--- src/rtl/downk.sv ---
// downk: K-way grouped majority unit with optional XNOR-weight learning.
//
// Forward: fin is padded to a whole number of K-bit units, XNORed with the
// weight register w and reduced by per-unit majority into fout.
// Backward: each unit's error bit bin[g] is XNORed with the unit's weights
// to produce bout.
//
// Build option: define DOWNK_WEIGHT_UPDATE_EN to compile in weight learning
// (toggle weights in BWD when oscillator is high). Without it, w is the
// constant all-ones and the block is a pure K-way majority.
module downk #(
   parameter int unsigned N = 27,
   parameter int unsigned K = 3,
   localparam int unsigned OUT_N = (N + K - 1) / K,
   localparam int unsigned PADDED_N = OUT_N * K,
   localparam int unsigned PADDING = PADDED_N - N
) (
   input  logic                clk_in,
   input  logic                rst_in,
   input  logic                oscillator,
   input  logic                fd_prop,
   input  logic                bk_prop,
   input  logic [N-1:0]        fin,
   input  logic [OUT_N-1:0]    bin,
   output logic [OUT_N-1:0]    fout,
   output logic [N-1:0]        bout,
   output logic                fd_prop_done,
   output logic                bk_prop_done,
   output logic                busy,
   output logic [PADDED_N-1:0] control_out
);

   // Popcount width for one unit (K <= 8 fits in 4 bits).
   localparam int unsigned CNT_W = $clog2(K + 1);

   typedef enum logic [2:0] {
      StIdle,
      StFwd,
      StFwdOut,
      StBwd,
      StBwdOut
   } state_e;

   state_e state_q, state_d;

   // Datapath control decoded from the FSM state.
   logic latch_fwd;
   logic latch_bwd;
   logic do_fwd;
   logic do_bwd;

   logic [PADDED_N-1:0] p;
   logic [PADDED_N-1:0] p_q;
   logic [OUT_N-1:0]    bin_q;
   logic [PADDED_N-1:0] w;
   logic [PADDED_N-1:0] m;
   logic [OUT_N-1:0]    fout_d, fout_q;
   logic [N-1:0]        bout_d, bout_q;
   logic [CNT_W-1:0]    cnt;

   // ------------------------------------------------------------------
   // Input padding: pad bits alternate 1,0,1,... starting at bit N so a
   // partially filled top unit is biased neither fully on nor fully off.
   // ------------------------------------------------------------------
   assign p[N-1:0] = fin;

   for (genvar j = 0; j < PADDING; j++) begin : g_pad
      assign p[N+j] = ((j % 2) == 0) ? 1'b1 : 1'b0;
   end

   // ------------------------------------------------------------------
   // Weights
   // ------------------------------------------------------------------
`ifdef DOWNK_WEIGHT_UPDATE_EN
   logic [PADDED_N-1:0] w_q, w_d;
   logic [PADDED_N-1:0] w_flip;
   logic                upd_en;

   assign upd_en = do_bwd & oscillator;

   // Flip a real weight where its match bit disagrees with the unit error;
   // pad weights are held so the pad pattern keeps its meaning.
   for (genvar i = 0; i < PADDED_N; i++) begin : g_flip
      if (i < N) begin : g_real
         assign w_flip[i] = m[i] ^ bin_q[i/K];
      end else begin : g_padw
         assign w_flip[i] = 1'b0;
      end
   end

   // Next weight value: toggle selected bits in an enabled BWD cycle.
   always_comb begin
      w_d = w_q;
      if (upd_en) begin
         w_d = w_q ^ w_flip;
      end
   end

   // Weight register, all ones out of reset.
   always_ff @(posedge clk_in) begin
      if (rst_in) begin
         w_q <= '1;
      end else begin
         w_q <= w_d;
      end
   end

   assign w = w_q;
`else
   logic unused_oscillator;

   assign unused_oscillator = oscillator;
   assign w = '1;
`endif

   assign control_out = w;

   // ------------------------------------------------------------------
   // Forward datapath
   // ------------------------------------------------------------------
   assign m = p_q ~^ w;

   // Per-unit majority; an exact tie (even K) falls back to the unit's low bit.
   always_comb begin
      fout_d = '0;
      cnt    = '0;
      for (int g = 0; g < OUT_N; g++) begin
         cnt = '0;
         for (int j = 0; j < K; j++) begin
            cnt = cnt + CNT_W'(m[g*K+j]);
         end
         if (cnt > CNT_W'(K / 2)) begin
            fout_d[g] = 1'b1;
         end else if (((K % 2) == 0) && (cnt == CNT_W'(K / 2))) begin
            fout_d[g] = m[g*K];
         end else begin
            fout_d[g] = 1'b0;
         end
      end
   end

   // ------------------------------------------------------------------
   // Backward datapath: uses the weights as they stand before any update
   // made in the same cycle.
   // ------------------------------------------------------------------
   for (genvar i = 0; i < N; i++) begin : g_bout
      assign bout_d[i] = bin_q[i/K] ~^ w[i];
   end

   // ------------------------------------------------------------------
   // FSM
   // ------------------------------------------------------------------

   // State register.
   always_ff @(posedge clk_in) begin
      if (rst_in) begin
         state_q <= StIdle;
      end else begin
         state_q <= state_d;
      end
   end

   // Next-state logic; forward wins over backward, requests outside IDLE drop.
   always_comb begin
      state_d = state_q;
      case (state_q)
         StIdle: begin
            if (fd_prop) begin
               state_d = StFwd;
            end else if (bk_prop) begin
               state_d = StBwd;
            end
         end
         StFwd:    state_d = StFwdOut;
         StFwdOut: state_d = StIdle;
         StBwd:    state_d = StBwdOut;
         StBwdOut: state_d = StIdle;
         default:  state_d = StIdle;
      endcase
   end

   // Moore outputs and datapath strobes.
   always_comb begin
      latch_fwd    = 1'b0;
      latch_bwd    = 1'b0;
      do_fwd       = 1'b0;
      do_bwd       = 1'b0;
      fd_prop_done = 1'b0;
      bk_prop_done = 1'b0;
      busy         = 1'b1;
      case (state_q)
         StIdle: begin
            busy      = 1'b0;
            latch_fwd = fd_prop;
            latch_bwd = bk_prop & ~fd_prop;
         end
         StFwd:    do_fwd = 1'b1;
         StFwdOut: fd_prop_done = 1'b1;
         StBwd:    do_bwd = 1'b1;
         StBwdOut: bk_prop_done = 1'b1;
         default:  busy = 1'b0;
      endcase
   end

   // ------------------------------------------------------------------
   // Datapath registers
   // ------------------------------------------------------------------

   // Operand latches and result registers; results hold until overwritten.
   always_ff @(posedge clk_in) begin
      if (rst_in) begin
         p_q    <= '0;
         bin_q  <= '0;
         fout_q <= '0;
         bout_q <= '0;
      end else begin
         if (latch_fwd) begin
            p_q <= p;
         end
         if (latch_bwd) begin
            bin_q <= bin;
         end
         if (do_fwd) begin
            fout_q <= fout_d;
         end
         if (do_bwd) begin
            bout_q <= bout_d;
         end
      end
   end

   assign fout = fout_q;
   assign bout = bout_q;

   // ------------------------------------------------------------------
   // Sanity properties
   // ------------------------------------------------------------------
   a_done_onehot: assert property (@(posedge clk_in) disable iff (rst_in)
      !(fd_prop_done && bk_prop_done));

   a_done_busy: assert property (@(posedge clk_in) disable iff (rst_in)
      (fd_prop_done || bk_prop_done) |-> busy);

endmodule

--- config.mk ---
export PLATFORM = sky130hd
export DESIGN_NAME = downk
export DESIGN_NICKNAME = d
export VERILOG_FILES = /design/src/rtl/downk.sv
export SDC_FILE = /design/constraint.sdc
export NUM_CORES = 1
export LEC_CHECK = 0
export ABC_AREA = 1
export CELL_PAD_IN_SITES_DETAIL_PLACEMENT = 1
export CELL_PAD_IN_SITES_GLOBAL_PLACEMENT = 1
export CORE_UTILIZATION = 31
export DETAILED_ROUTE_END_ITERATION = 16
export PLACE_DENSITY_LB_ADDON = 0.1
export SLEW_MARGIN = 10
export SYNTH_ARGS = -nofsm -noshare
export SYNTH_HDL_FRONTEND = slang
export SYNTH_SLANG_ARGS = --single-unit
--- constraint.sdc ---
create_clock -name clk_in -period 1.51 [get_ports clk_in]
set_input_delay 0.302 -clock clk_in [delete_from_list [all_inputs] [get_ports clk_in]]
set_output_delay 0.302 -clock clk_in [all_outputs]
set_load 0.01 [all_outputs]
==> flow_metrics.py, run 1 <==
metrics = {
    "worst_setup_path": {
        "arrival_ns": 1.16,
        "crit_path_max_incr_delay_ns": 0.33,
        "rr_worst_depth": 6,
        "critPathRequiredTime_ns": 1.21,
        "path_depth": 3,
        "worst_setup_path_end_kind": "output port",
        "cp_num_buf_inv": 1,
        "path_cells": "nor2_4 -> xor2_2 -> buf_2",
        "rrSetupSlack_ns": 0.09,
        "regToRegStartpoint": "state_q[0]",
        "cp_top_family": "flip-flops",
        "worst_setup_path_start_kind": "flip-flop",
        "criticalPathCategory": "flip-flop to output port",
        "cp_slowest_cell": "dfxtp_1",
        "crit_path_max_fanout": 2,
        "r2r-end": "bin_q[3]",
    },
    "sta": {
        "min_period_ns": 1.46,
        "maxSlewViolCount": 0,
        "fin_worst_hold_slack_ns": 0.462,
        "finClkSkew_ns": 0.00882,
        "final-hold-violation-count": 0,
        "rsz0062_at_grt": "true",
        "finalSetupViolations": 0,
        "fmax_mhz": 686,
        "final_min_period_over_clock_period": 0.965,
    },
    "synth": {
        "synth.distinct_cells": 22,
        "synth_top_cells_by_area": "dfxtp_1 42%, buf_4 13%, nand4_1 8.4%",
        "synth_commonest_cells": "57 x dfxtp_1, 51 x nand2_1, 49 x nor2_1",
        "synth_most_common_cell": "dfxtp_1",
        "synthSimpleGateAreaFrac": 0.263,
        "syn_inst": 356,
        "synth-adder-area-share": 0.0410,
        "async_flop_share": 0,
        "ys_warn_count": 0,
        "synth_xor_area_frac": 0.00319,
        "yosysSeqAreaShare": 0.416,
        "synth_compound_area_frac": 0.0820,
        "synth.area.mux_share": 0,
        "synth_edf_count": 0,
        "syn_area_um2": 2750,
        "synth-main-ff-cell": "dfxtp_1",
        "synth-seq-cells": 57,
        "avgSynthCellArea_um2": 7.71,
        "synth_top_family_by_area": "simple AND/OR/NAND/NOR gates",
        "synth_top_area_share": 0.416,
        "yosys.area.top_type": "dfxtp_1",
    },
    "global_routing": {
        "grt_max_degree": 41,
        "grt-busiest-layer": "met2",
        "grt_pass1_wl_um": 11300,
        "first_global_vias": 2303,
        "met3_usage": 0.0340,
        "met1_usage": 0.200,
        "grt_use_total": 0.168,
        "antenna_found_initial": 0,
        "overflow": 0,
        "use_met2": 0.284,
    },
    "min_path": {
        "worstHoldPathType": "flip-flop to flip-flop",
        "worstHoldStart": "m[22]",
        "hold_end": "m[22]",
        "hold_path_depth": 2,
    },
    "power_and_ir_drop": {
        "powerDensity_nw_per_um2": 1090,
        "switching_share": 0.307,
        "p_int_mw": 2.74,
        "p_leak_nw": 1.75,
        "seq_power_share": 0.440,
        "p_sw_mw": 1.22,
        "combPwrFrac": 0.239,
        "clockPowerShare": 0.321,
        "vdd_drop_max_uv": 376,
    },
    "route": {
        "drt_iter0_markers": 29,
        "wl_per_cell_um": 13.3,
        "drc_errors": 0,
        "firstDrtPassIters": 4,
        "antenna_left": 0,
        "routed_wl_um": 7060,
        "via_count": 2418,
        "via_per_inst": 4.55,
    },
    "outcome": {
        "status": "finished clean",
    },
    "floorplan": {
        "num_rows": 33,
        "die_h_um": 96.1,
        "start_util": 0.328,
        "core-area_um2": 8380,
        "ios": 107,
        "die-area_um2": 9240,
        "die_width_um": 96.1,
    },
    "final_layout": {
        "final_util": 0.432,
        "final_nets": 471,
        "drive_gt1_frac": 0.101,
        "syn_to_final_growth_pct": 31.9,
        "final_area_um2": 3620,
        "antenna_cells": 0,
    },
    "flow_run": {
        "drv_cap": 0,
    },
    "clock_network": {
        "clk_pin_slew_ns": 0.06,
        "cts_hold_buf": 0,
        "cts_tree": "done",
        "htreeDepth": 3,
        "cts_sinks": 57,
        "clock_path_buffers": 2,
        "postCtsSetupRepairBufs": 0,
        "cts-root-buf": "clkbuf_8",
        "clock_latency_ns": 0.34,
        "cts_made_buffers": 9,
    },
    "placed_design": {
        "dpl_cell_area_um2": 3450,
        "routabilityCongestion": 0.728,
        "hpwlAfterDp_um": 4620,
        "port_buffers": 78,
    },
}
## logic make-up after synthesis
family | after synthesis
adder cells (fa/ha/maj) | 9
buffers and inverters | 88
AND/OR/NAND/NOR | 155
other | 1
flip-flops | 57
AO/OA/AOI/OAI | 45
XOR/XNOR | 1
## worst max-delay path by stage
stage | startpoint | slack (ns) | endpoint
final | state_q[0] | 0.05 | busy
after global routing | state_q[1] | -0.04 | busy
after global placement | state_q[2] | -0.08 | fout[4]
after floorplan | state_q[2] | 0.24 | busy
after CTS | state_q[1] | -0.08 | busy
after detailed placement | state_q[2] | -0.10 | fout[4]
## stage by stage
stage | power, mW | worst slack, ns | std cells | TNS, ns
5_1_grt | 4.23 | -0.0407 | 531 | -0.110
3_5_place_dp | 2.77 | -0.101 | 515 | -1.29
2_1_floorplan | 2.40 | 0.244 | 382 | 0
3_3_place_gp | 2.75 | -0.0829 | 515 | -0.707
6_report | 3.96 | 0.0523 | 531 | 0
4_1_cts | 4.02 | -0.0813 | 531 | -0.103
## cells in the final DEF, fill, tap and decap left out
cell / synthesis / routed
buf_4: 46 / 9
nor2_4: 2 / 2
clkinv_1: 2 / 1
clkbuf_1: 7 / 2
nand3_1: 2 / 1
dfxtp_2: 0 / 1
nand3_4: 0 / 1
nor3_1: 11 / 10
buf_2: 6 / 3
nor2_2: 1 / 2
clkinvlp_4: 0 / 1
buf_12: 0 / 4
clkinv_2: 0 / 3
conb_1: 1 / 27
dfxtp_1: 57 / 56
ha_1: 9 / 9
nand4_1: 37 / 37
inv_1: 21 / 21
a21oi_1: 27 / 27
nand3_2: 2 / 2
clkbuf_8: 0 / 11
nor3_2: 0 / 1
clkdlybuf4s50_1: 0 / 39
inv_2: 1 / 1
nor2_1: 49 / 48
o21ai_0: 18 / 18
dlygate4sd2_1: 0 / 36
nand2_1: 51 / 51
xor2_2: 0 / 1
buf_8: 0 / 1
## layout make-up
type | count | area (µm²)
Sequential cell | 57 | 1140
Fill cell | 1039 | 4760
Clock inverter | 3 | 15.0
Timing Repair Buffer | 92 | 883
Clock buffer | 13 | 159
Inverter | 24 | 93.8
Multi-Input combinational cell | 237 | 1200
Tap cell | 105 | 131
## metal layers
| layer | wire length [µm] | share of wire |
|---|---|---|
| met3 | 292 | 0.041 |
| met2 | 3290 | 0.47 |
| met1 | 3350 | 0.47 |
| met4 | 127 | 0.018 |
| met5 | 0 | 0 |
## what timing repair did
item	in CTS	in global routing
endpoints found under the setup margin	67	27
endpoints found under the hold margin	0	0
resized for setup	52	8
pin swaps	0	1
## worst register-to-register path: cells and delay by family, from the launching register on
family	cells	cell delay, ns
flip-flops	1	0.33
buffers and inverters	1	0.27
AND/OR/NAND/NOR	5	0.76
## flip-flops by register name (all words and copies together), names as in the netlist
name	flops
bin_q	9
m	27
bout	9
state_q	3
fout	9
## power groups by stage
| stage | registers (mW) | logic (mW) | clock network (mW) |
|---|---|---|---|
| finish | 1.74 | 0.946 | 1.27 |
| global route | 1.76 | 1.06 | 1.40 |
| CTS | 1.74 | 0.953 | 1.32 |
| detailed placement | 1.78 | 0.992 | 0 |
| global placement | 1.77 | 0.972 | 0 |
| floorplan | 1.79 | 0.609 | 0 |
(Power assumes the default switching activity.)
==> run 2: changes to the inputs <==
- CTS_CLUSTER_SIZE: not set -> 12
==> results of run 2 <==
No change in the layout: final DEF, timing and power equal those of run 1.
